<file path="config.mk">
export PLATFORM = sky130hd
export DESIGN_NAME = seq_div_flat
export DESIGN_NICKNAME = d
export VERILOG_FILES = /design/src/rtl/seq_div_pkg.sv /design/src/rtl/seq_div_if.sv /design/src/rtl/seq_div_step.sv /design/src/rtl/seq_div.sv /design/src/flat_wrapper.sv
export SDC_FILE = /design/constraint.sdc
export NUM_CORES = 1
export LEC_CHECK = 0
export BUFFER_PORTS_ARGS = -buffer_cell sky130_fd_sc_hd__buf_2
export CAP_MARGIN = 20
export CORE_UTILIZATION = 40
export DETAILED_ROUTE_END_ITERATION = 8
export GPL_TIMING_DRIVEN = 0
export PLACE_DENSITY = 0.64
export SLEW_MARGIN = 20
export SYNTH_ARGS = -nofsm -noshare
export SYNTH_HDL_FRONTEND = slang
export SYNTH_SLANG_ARGS = --single-unit
</file>
<file path="constraint.sdc">
create_clock -name clk -period 2.2 [get_ports clk]
set_input_delay 0.11 -clock clk [delete_from_list [all_inputs] [get_ports clk]]
set_output_delay 0.11 -clock clk [all_outputs]
set_load 0.02 [all_outputs]
</file>
<file path="src/rtl/seq_div_pkg.sv">
// Shared types and defaults for the sequential restoring divider.
package div_pkg;

    // Default operand width when the divider is instantiated without overrides.
    localparam int DEF_WIDTH = 8;

    // Controller states: accept operands, iterate, apply signs, report.
    typedef enum logic [1:0] {
        IDLE = 2'd0,
        CALC = 2'd1,
        FIX  = 2'd2,
        DONE = 2'd3
    } state_t;

endpackage

</file>
<file path="src/rtl/seq_div_if.sv">
// Start/done handshake and result bus between a requester and seq_div.
interface seq_div_if
    import div_pkg::*;
#(
    parameter int WIDTH = DEF_WIDTH
);

    logic             start;
    logic             signed_mode;
    logic [WIDTH-1:0] in1;
    logic [WIDTH-1:0] in2;
    logic             busy;
    logic             done;
    logic [WIDTH-1:0] out;
    logic [WIDTH-1:0] rem;
    logic             dbz;
    logic             ovf;

    // Requester side: issues operands, observes status and results.
    modport master (
        output start, signed_mode, in1, in2,
        input  busy, done, out, rem, dbz, ovf
    );

    // Divider side: consumes operands, drives status and results.
    modport slave (
        input  start, signed_mode, in1, in2,
        output busy, done, out, rem, dbz, ovf
    );

endinterface

</file>
<file path="src/rtl/seq_div_step.sv">
// One restoring-division iteration on the {R, Q} working register.
module div_step
    import div_pkg::*;
#(
    parameter int WIDTH = DEF_WIDTH
) (
    input  logic [2*WIDTH:0] work_in,
    input  logic [WIDTH-1:0] divisor,
    output logic [2*WIDTH:0] work_out
);

    // R after the left shift; one spare bit so the trial sign is exact.
    logic [WIDTH+1:0] r_shift;
    logic [WIDTH+1:0] trial;
    logic             fits;
    logic [WIDTH-1:0] q_shift;

    // Shift, trial-subtract the divisor, keep the difference only if it did not go negative.
    always_comb begin
        // NOTE: every output of a combinational block gets a value on every path, otherwise a latch is inferred.
        r_shift  = work_in[2*WIDTH:WIDTH-1];
        trial    = r_shift - {2'b00, divisor};
        fits     = ~trial[WIDTH+1];
        q_shift  = {work_in[WIDTH-2:0], fits};
        work_out = {r_shift[WIDTH:0], q_shift};
        if (fits) begin
            work_out = {trial[WIDTH:0], q_shift};
        end
    end

endmodule

</file>
<file path="src/rtl/seq_div.sv">
// Multi-cycle signed/unsigned restoring divider, one quotient bit per clock.
module seq_div
    import div_pkg::*;
#(
    parameter  int WIDTH = DEF_WIDTH,
    localparam int CNT_W = $clog2(WIDTH + 1)
) (
    input  logic   clk,
    input  logic   rst_n,
    seq_div_if.slave bus
);

    localparam logic [CNT_W-1:0] LAST_ITER = CNT_W'(WIDTH - 1);
    // Quotient magnitude that cannot be represented as a positive signed result.
    localparam logic [WIDTH-1:0] MIN_MAG   = {1'b1, {(WIDTH-1){1'b0}}};

    state_t             state;
    logic [CNT_W-1:0]   cnt;
    logic [2*WIDTH:0]   work;
    logic [2*WIDTH:0]   work_nxt;
    logic [WIDTH-1:0]   divisor;
    logic               sign_q;
    logic               sign_r;
    logic               sgn_mode;
    logic               busy_r;
    logic               done_r;
    logic [WIDTH-1:0]   out_r;
    logic [WIDTH-1:0]   rem_r;
    logic               dbz_r;
    logic               ovf_r;

    // Absolute value in signed mode, raw value otherwise; -MIN wraps to the unsigned MIN_MAG.
    function automatic logic [WIDTH-1:0] magnitude(input logic [WIDTH-1:0] v, input logic sm);
        return (sm && v[WIDTH-1]) ? -v : v;
    endfunction

    div_step #(
        .WIDTH (WIDTH)
    ) u_step (
        .work_in  (work),
        .divisor  (divisor),
        .work_out (work_nxt)
    );

    // Controller and datapath: capture, iterate WIDTH times, sign-fix, pulse done.
    always_ff @(posedge clk or negedge rst_n) begin
        if (!rst_n) begin
            state    <= IDLE;
            cnt      <= '0;
            work     <= '0;
            divisor  <= '0;
            sign_q   <= 1'b0;
            sign_r   <= 1'b0;
            sgn_mode <= 1'b0;
            busy_r   <= 1'b0;
            done_r   <= 1'b0;
            out_r    <= '0;
            rem_r    <= '0;
            dbz_r    <= 1'b0;
            ovf_r    <= 1'b0;
        end else begin
            // NOTE: registered state uses non-blocking assignments so every branch reads pre-edge values.
            case (state)
                IDLE: begin
                    if (bus.start) begin
                        if (bus.in2 == '0) begin
                            // Divide-by-zero short-circuits straight to the report cycle.
                            out_r  <= '1;
                            rem_r  <= bus.in1;
                            dbz_r  <= 1'b1;
                            ovf_r  <= 1'b0;
                            done_r <= 1'b1;
                            state  <= DONE;
                        end else begin
                            work     <= {{(WIDTH+1){1'b0}}, magnitude(bus.in1, bus.signed_mode)};
                            divisor  <= magnitude(bus.in2, bus.signed_mode);
                            sign_q   <= bus.signed_mode & (bus.in1[WIDTH-1] ^ bus.in2[WIDTH-1]);
                            sign_r   <= bus.signed_mode & bus.in1[WIDTH-1];
                            sgn_mode <= bus.signed_mode;
                            cnt      <= '0;
                            dbz_r    <= 1'b0;
                            ovf_r    <= 1'b0;
                            busy_r   <= 1'b1;
                            state    <= CALC;
                        end
                    end
                end
                CALC: begin
                    work <= work_nxt;
                    cnt  <= cnt + 1'b1;
                    if (cnt == LAST_ITER) begin
                        state <= FIX;
                    end
                end
                FIX: begin
                    out_r  <= sign_q ? -work[WIDTH-1:0] : work[WIDTH-1:0];
                    rem_r  <= sign_r ? -work[2*WIDTH-1:WIDTH] : work[2*WIDTH-1:WIDTH];
                    ovf_r  <= sgn_mode & ~sign_q & (work[WIDTH-1:0] == MIN_MAG);
                    busy_r <= 1'b0;
                    done_r <= 1'b1;
                    state  <= DONE;
                end
                DONE: begin
                    done_r <= 1'b0;
                    state  <= IDLE;
                end
                default: begin
                    state <= IDLE;
                end
            endcase
        end
    end

    assign bus.busy = busy_r;
    assign bus.done = done_r;
    assign bus.out  = out_r;
    assign bus.rem  = rem_r;
    assign bus.dbz  = dbz_r;
    assign bus.ovf  = ovf_r;

endmodule

</file>
<file path="src/flat_wrapper.sv">
// flat-port wrapper written by rule: the top's interface ports become plain ports
module seq_div_flat import div_pkg::*;
#(
    parameter  int WIDTH = DEF_WIDTH,
    localparam int CNT_W = $clog2(WIDTH + 1)
)
  (clk, rst_n, bus_start, bus_signed_mode, bus_in1, bus_in2, bus_busy, bus_done, bus_out, bus_rem, bus_dbz, bus_ovf);
  seq_div_if #(.WIDTH(WIDTH)) bus_i ();
  input  logic clk;
  input  logic rst_n;
  input wire logic [$bits(bus_i.start)-1:0] bus_start;
  input wire logic [$bits(bus_i.signed_mode)-1:0] bus_signed_mode;
  input wire logic [$bits(bus_i.in1)-1:0] bus_in1;
  input wire logic [$bits(bus_i.in2)-1:0] bus_in2;
  output wire logic [$bits(bus_i.busy)-1:0] bus_busy;
  output wire logic [$bits(bus_i.done)-1:0] bus_done;
  output wire logic [$bits(bus_i.out)-1:0] bus_out;
  output wire logic [$bits(bus_i.rem)-1:0] bus_rem;
  output wire logic [$bits(bus_i.dbz)-1:0] bus_dbz;
  output wire logic [$bits(bus_i.ovf)-1:0] bus_ovf;
  assign bus_i.start = bus_start;
  assign bus_i.signed_mode = bus_signed_mode;
  assign bus_i.in1 = bus_in1;
  assign bus_i.in2 = bus_in2;
  assign bus_busy = bus_i.busy;
  assign bus_done = bus_i.done;
  assign bus_out = bus_i.out;
  assign bus_rem = bus_i.rem;
  assign bus_dbz = bus_i.dbz;
  assign bus_ovf = bus_i.ovf;
  seq_div #(.WIDTH(WIDTH)) u_core (.clk(clk), .rst_n(rst_n), .bus(bus_i));
endmodule
</file>
==> impl_metrics.csv <==
group,metric,value,unit
status,status,"finished, violations left",
status,violated_checks,"setup timing",
hold_path,worstHoldPathCells,3,
layout,area.growth.synth_to_final,20.3,%
worst_setup_path,worst_r2r_startpoint,"u_core.work[7]",
layout,final_common_cell,"nand2_1",
timing,slew-limit-headroom,45.9,%
die,fp.dieW,94.2,um
layout,most-common-layout-cells,"nand2_1, dfrtp_1, buf_2, o21ai_0, nor2_1",
timing,setup_repair_after_global_routing_missed_its_margin,"yes",
worst_setup_path,worstSetupStartpointType,"flop",
power,power_density,1620,nW/um2
layout,multiInputGateArea,2030,um2
synthesis,synth_top_area_share,39.8,%
synthesis,synth_fp_nets,419,
clock_tree,worst_setup_hold_path_clk_slew,0.10,ns
synthesis,synth_seq_cells,54,
clock_tree,clock_path_buffers,2,
worst_setup_path,critical_path_required,2.44,ns
timing,finalWorstPathRequiredPeriod,2.28,ns
detailed_routing,route.final.wire_length,8.11,mm
worst_setup_path,worstPathCellList,"inv_2 -> ha_4 -> inv_2 -> fa_2 -> a211oi_2 -> o21bai_1 -> o311a_1 -> buf_4 -> o31ai_1 -> a22o_1",
timing,period_share,104,%
layout,layout-drive-gt1-share,21.7,%
layout,num-nets-final,480,
die,floorplan.initialDensity,41.4,%
global_route,antenna_found_initial,0,
place,dpl_cell_area,3730,um2
synthesis,yosysWarnings,0,
worst_setup_path,depth_of_the_most_critical_reg_to_reg_path,10,
synthesis,netlist.top_cell.by_area,"dfrtp_1",
worst_setup_path,critical_path.max_fanout,2,
power,total_switching_power,3000,uW
timing,tightest_slew,0.810,ns
clock_tree,cts_buffers,5,
timing,count_of_final_setup_violators,9,
hold_path,min_path_type,"in -> reg",
layout,register_area,1360,um2
timing,clock.fmax,439,MHz
power,p_int,3620,uW
synthesis,synth_top_cells_by_area,"dfrtp_1, ha_1, nand2_1",
power,clock_power_share,10.0,%
detailed_routing,post_drt_wl_per_cell,14.8,um
layout,postLayoutCellArea,4090,um2
job,drv.max_cap_violation_count,0,
layout,fin_util,49.8,%
place,detailedPlace.worstSlack,-0.228,ns
layout,n_antenna_cell,0,
place,dpl_wire_length,5.99,mm
global_route,grt_pass1_vias,2695,
die,placement_rows,33,
die,io_pins,40,
die,core-area,8220,um2
synthesis,ys_dominant_reg_cell,"dfrtp_1",
worst_setup_path,crit-reg2reg-capture,"u_core.work[16]",
detailed_routing,drt-pass1-iter-count,4,
place,gp_congestion,0.855,
clock_tree,tritoncts,"done",
hold_path,min_to,"u_core.sgn_mode",
detailed_routing,initialDrtViolationCount,129,
detailed_routing,drc,0,
layout,fillerInstances,788,
clock_tree,root_buffer,"clkbuf_8",
worst_setup_path,crit_path_max_incr_delay,0.38,ns
synthesis,post_synth_instance_area,3400,um2
global_route,pin_count_of_the_biggest_net_entering_global_routing,55,
hold_path,min_from,"bus_signed_mode",
power,combinationalPowerShare,62.8,%
global_route,remaining_global_route_overflow,0,
worst_setup_path,data_arrival_time_of_the_critical_path,2.52,ns
power,power_leakage,0.00183,uW
timing,clock-skew-final,0.0111,ns
clock_tree,clock-sinks,54,
power,switching_share,45.3,%
synthesis,postSynth.asyncResetShare,100,%
timing,worst_hold_slack,0.0887,ns
detailed_routing,vias_per_cell,5.26,
detailed_routing,postRouteAntennaNets,0,
timing,fin_ws,-0.0780,ns
synthesis,post_synth_num_cell_types,54,
worst_setup_path,crit_path_frequent_cell,"inv_2",
clock_tree,cts_htree_levels,2,
die,fp.dieArea,8870,um2
global_route,global_route_total_usage_across_every_layer,19.2,%
synthesis,synth-seq-area-share,39.8,%
power,max-vdd-ir-drop,708,uV
detailed_routing,routed-via-count,2882,
synthesis,synth_enable_flop_cells,0,
worst_setup_path,cpMaxStageDelayCell,"dfrtp_1",
worst_setup_path,timing.setup.critical_path_class,"reg -> reg",
global_route,first_pass_grt_wire_length,13.2,mm
worst_setup_path,r2r_setup_slack,-0.08,ns
timing,final-hold-violation-count,0,
timing,max_slew_violation_count,0,
synthesis,synth.avg_cell_area,8.92,um2
clock_tree,latest_clock_arrival_within_the_worst_skew_pair,0.31,ns
synthesis,number_of_instances_in_the_synthesized_netlist,381,
die,floorplan.die.height,94.2,um
power,seq_power_share,27.1,%
worst_setup_path,worst_setup_path_end_kind,"flop",
place,port_buffers,39,
[power by group through the flow]
stage	clock, uW	sequential [uW]	combinational (uW)
final	665	1790	4160
after global routing	720	1850	4630
after CTS	671	1790	3870
after detailed placement	0	1790	3650
after global placement	0	1780	3590
after floorplan	0	1880	2690
[metal layers]
metal | track usage [%] | vias to the layer above | part of all wire (%)
met2 | 32.9 | 54 | 48
met4 | 4.62 | 0 | 1.2
met3 | 2.99 | 8 | 3.8
met1 | 25.2 | 1364 | 47
met5 | 0 | - | 0
li1 | - | 1456 | -
[registers in the layout, indices dropped and copies added (netlist names), 2 cells and up]
signal,cells
u_core.bus.out,8
u_core.divisor,8
u_core.bus.rem,8
u_core.state,2
u_core.cnt,4
u_core.work,17
[kinds of logic after synthesis]
kind of cell | share of synthesized area [%]
fa+ha+maj | 6.85
simple gates | 16.0
buf+inv | 4.53
compound gates | 19.6
xor+xnor | 8.28
mux | 5.04
flops | 39.8
[cells in the mapped netlist, types with 2 or more instances]
library cell,instances
o31ai_2,2
nor2b_1,2
a21oi_1,15
a22oi_1,6
ha_1,17
nand2_1,53
o31ai_1,6
nand2b_1,3
nor2_1,32
a31oi_1,14
o21ai_0,33
xnor2_1,12
inv_1,25
or3_1,7
a22o_1,3
a311o_1,2
o21ai_1,6
or2_2,2
clkbuf_1,8
nand3_1,6
buf_2,2
nor3_1,7
mux2i_1,16
dfrtp_1,54
xor2_1,17
nor4_1,3
[stage by stage]
step	setup TNS, ns	std cells	power (uW)
6_report	-0.328	548	6620
3_3_place_gp	-1.43	525	5360
4_1_cts	-0.478	536	6330
5_1_grt	-1.17	548	7200
3_5_place_dp	-1.61	525	5440
2_1_floorplan	0	381	4560
[how the worst max path moves through the flow]
stage | slack [ns] | startpoint | cells past startpoint | end
finish | -0.08 | u_core.work[7] | 10 | u_core.work[16]
detailed placement | -0.23 | u_core.work[7] | 10 | u_core.work[16]
CTS | -0.1 | u_core.work[7] | 10 | u_core.work[16]
global placement | -0.23 | u_core.work[7] | 10 | u_core.work[16]
global route | -0.19 | u_core.work[7] | 10 | u_core.work[16]
floorplan | 0.002 | u_core.work[7] | 10 | u_core.work[16]
[worst max-delay path: cells and delay by family (launching register included)]
| kind | cells | cell delay [ns] |
|---|---|---|
| AOI/OAI and AO/OA | 5 | 1.07 |
| adders and majority gates | 2 | 0.50 |
| buffers and inverters | 3 | 0.26 |
| DFF | 1 | 0.38 |
[cell type report]
cell class / instances / share of cell area (%)
Multi-Input combinational cell: 289 / 49.7
Clock inverter: 1 / 0.734
Inverter: 26 / 2.39
Buffer: 11 / 1.10
Clock buffer: 7 / 1.87
Timing Repair Buffer: 55 / 7.83
Tap cell: 105 / 3.21
Sequential cell: 54 / 33.2
[what timing repair did]
| action | in CTS | in global routing |
|---|---|---|
| hold buffers | 1 | 0 |
| pin swaps | 3 | 8 |
| gates resized for setup | 17 | 10 |
| buffers inserted | 2 | 13 |
| endpoints found under the hold margin | 54 | 0 |
| endpoints found under the setup margin | 11 | 14 |
(Power assumes the default switching activity.)
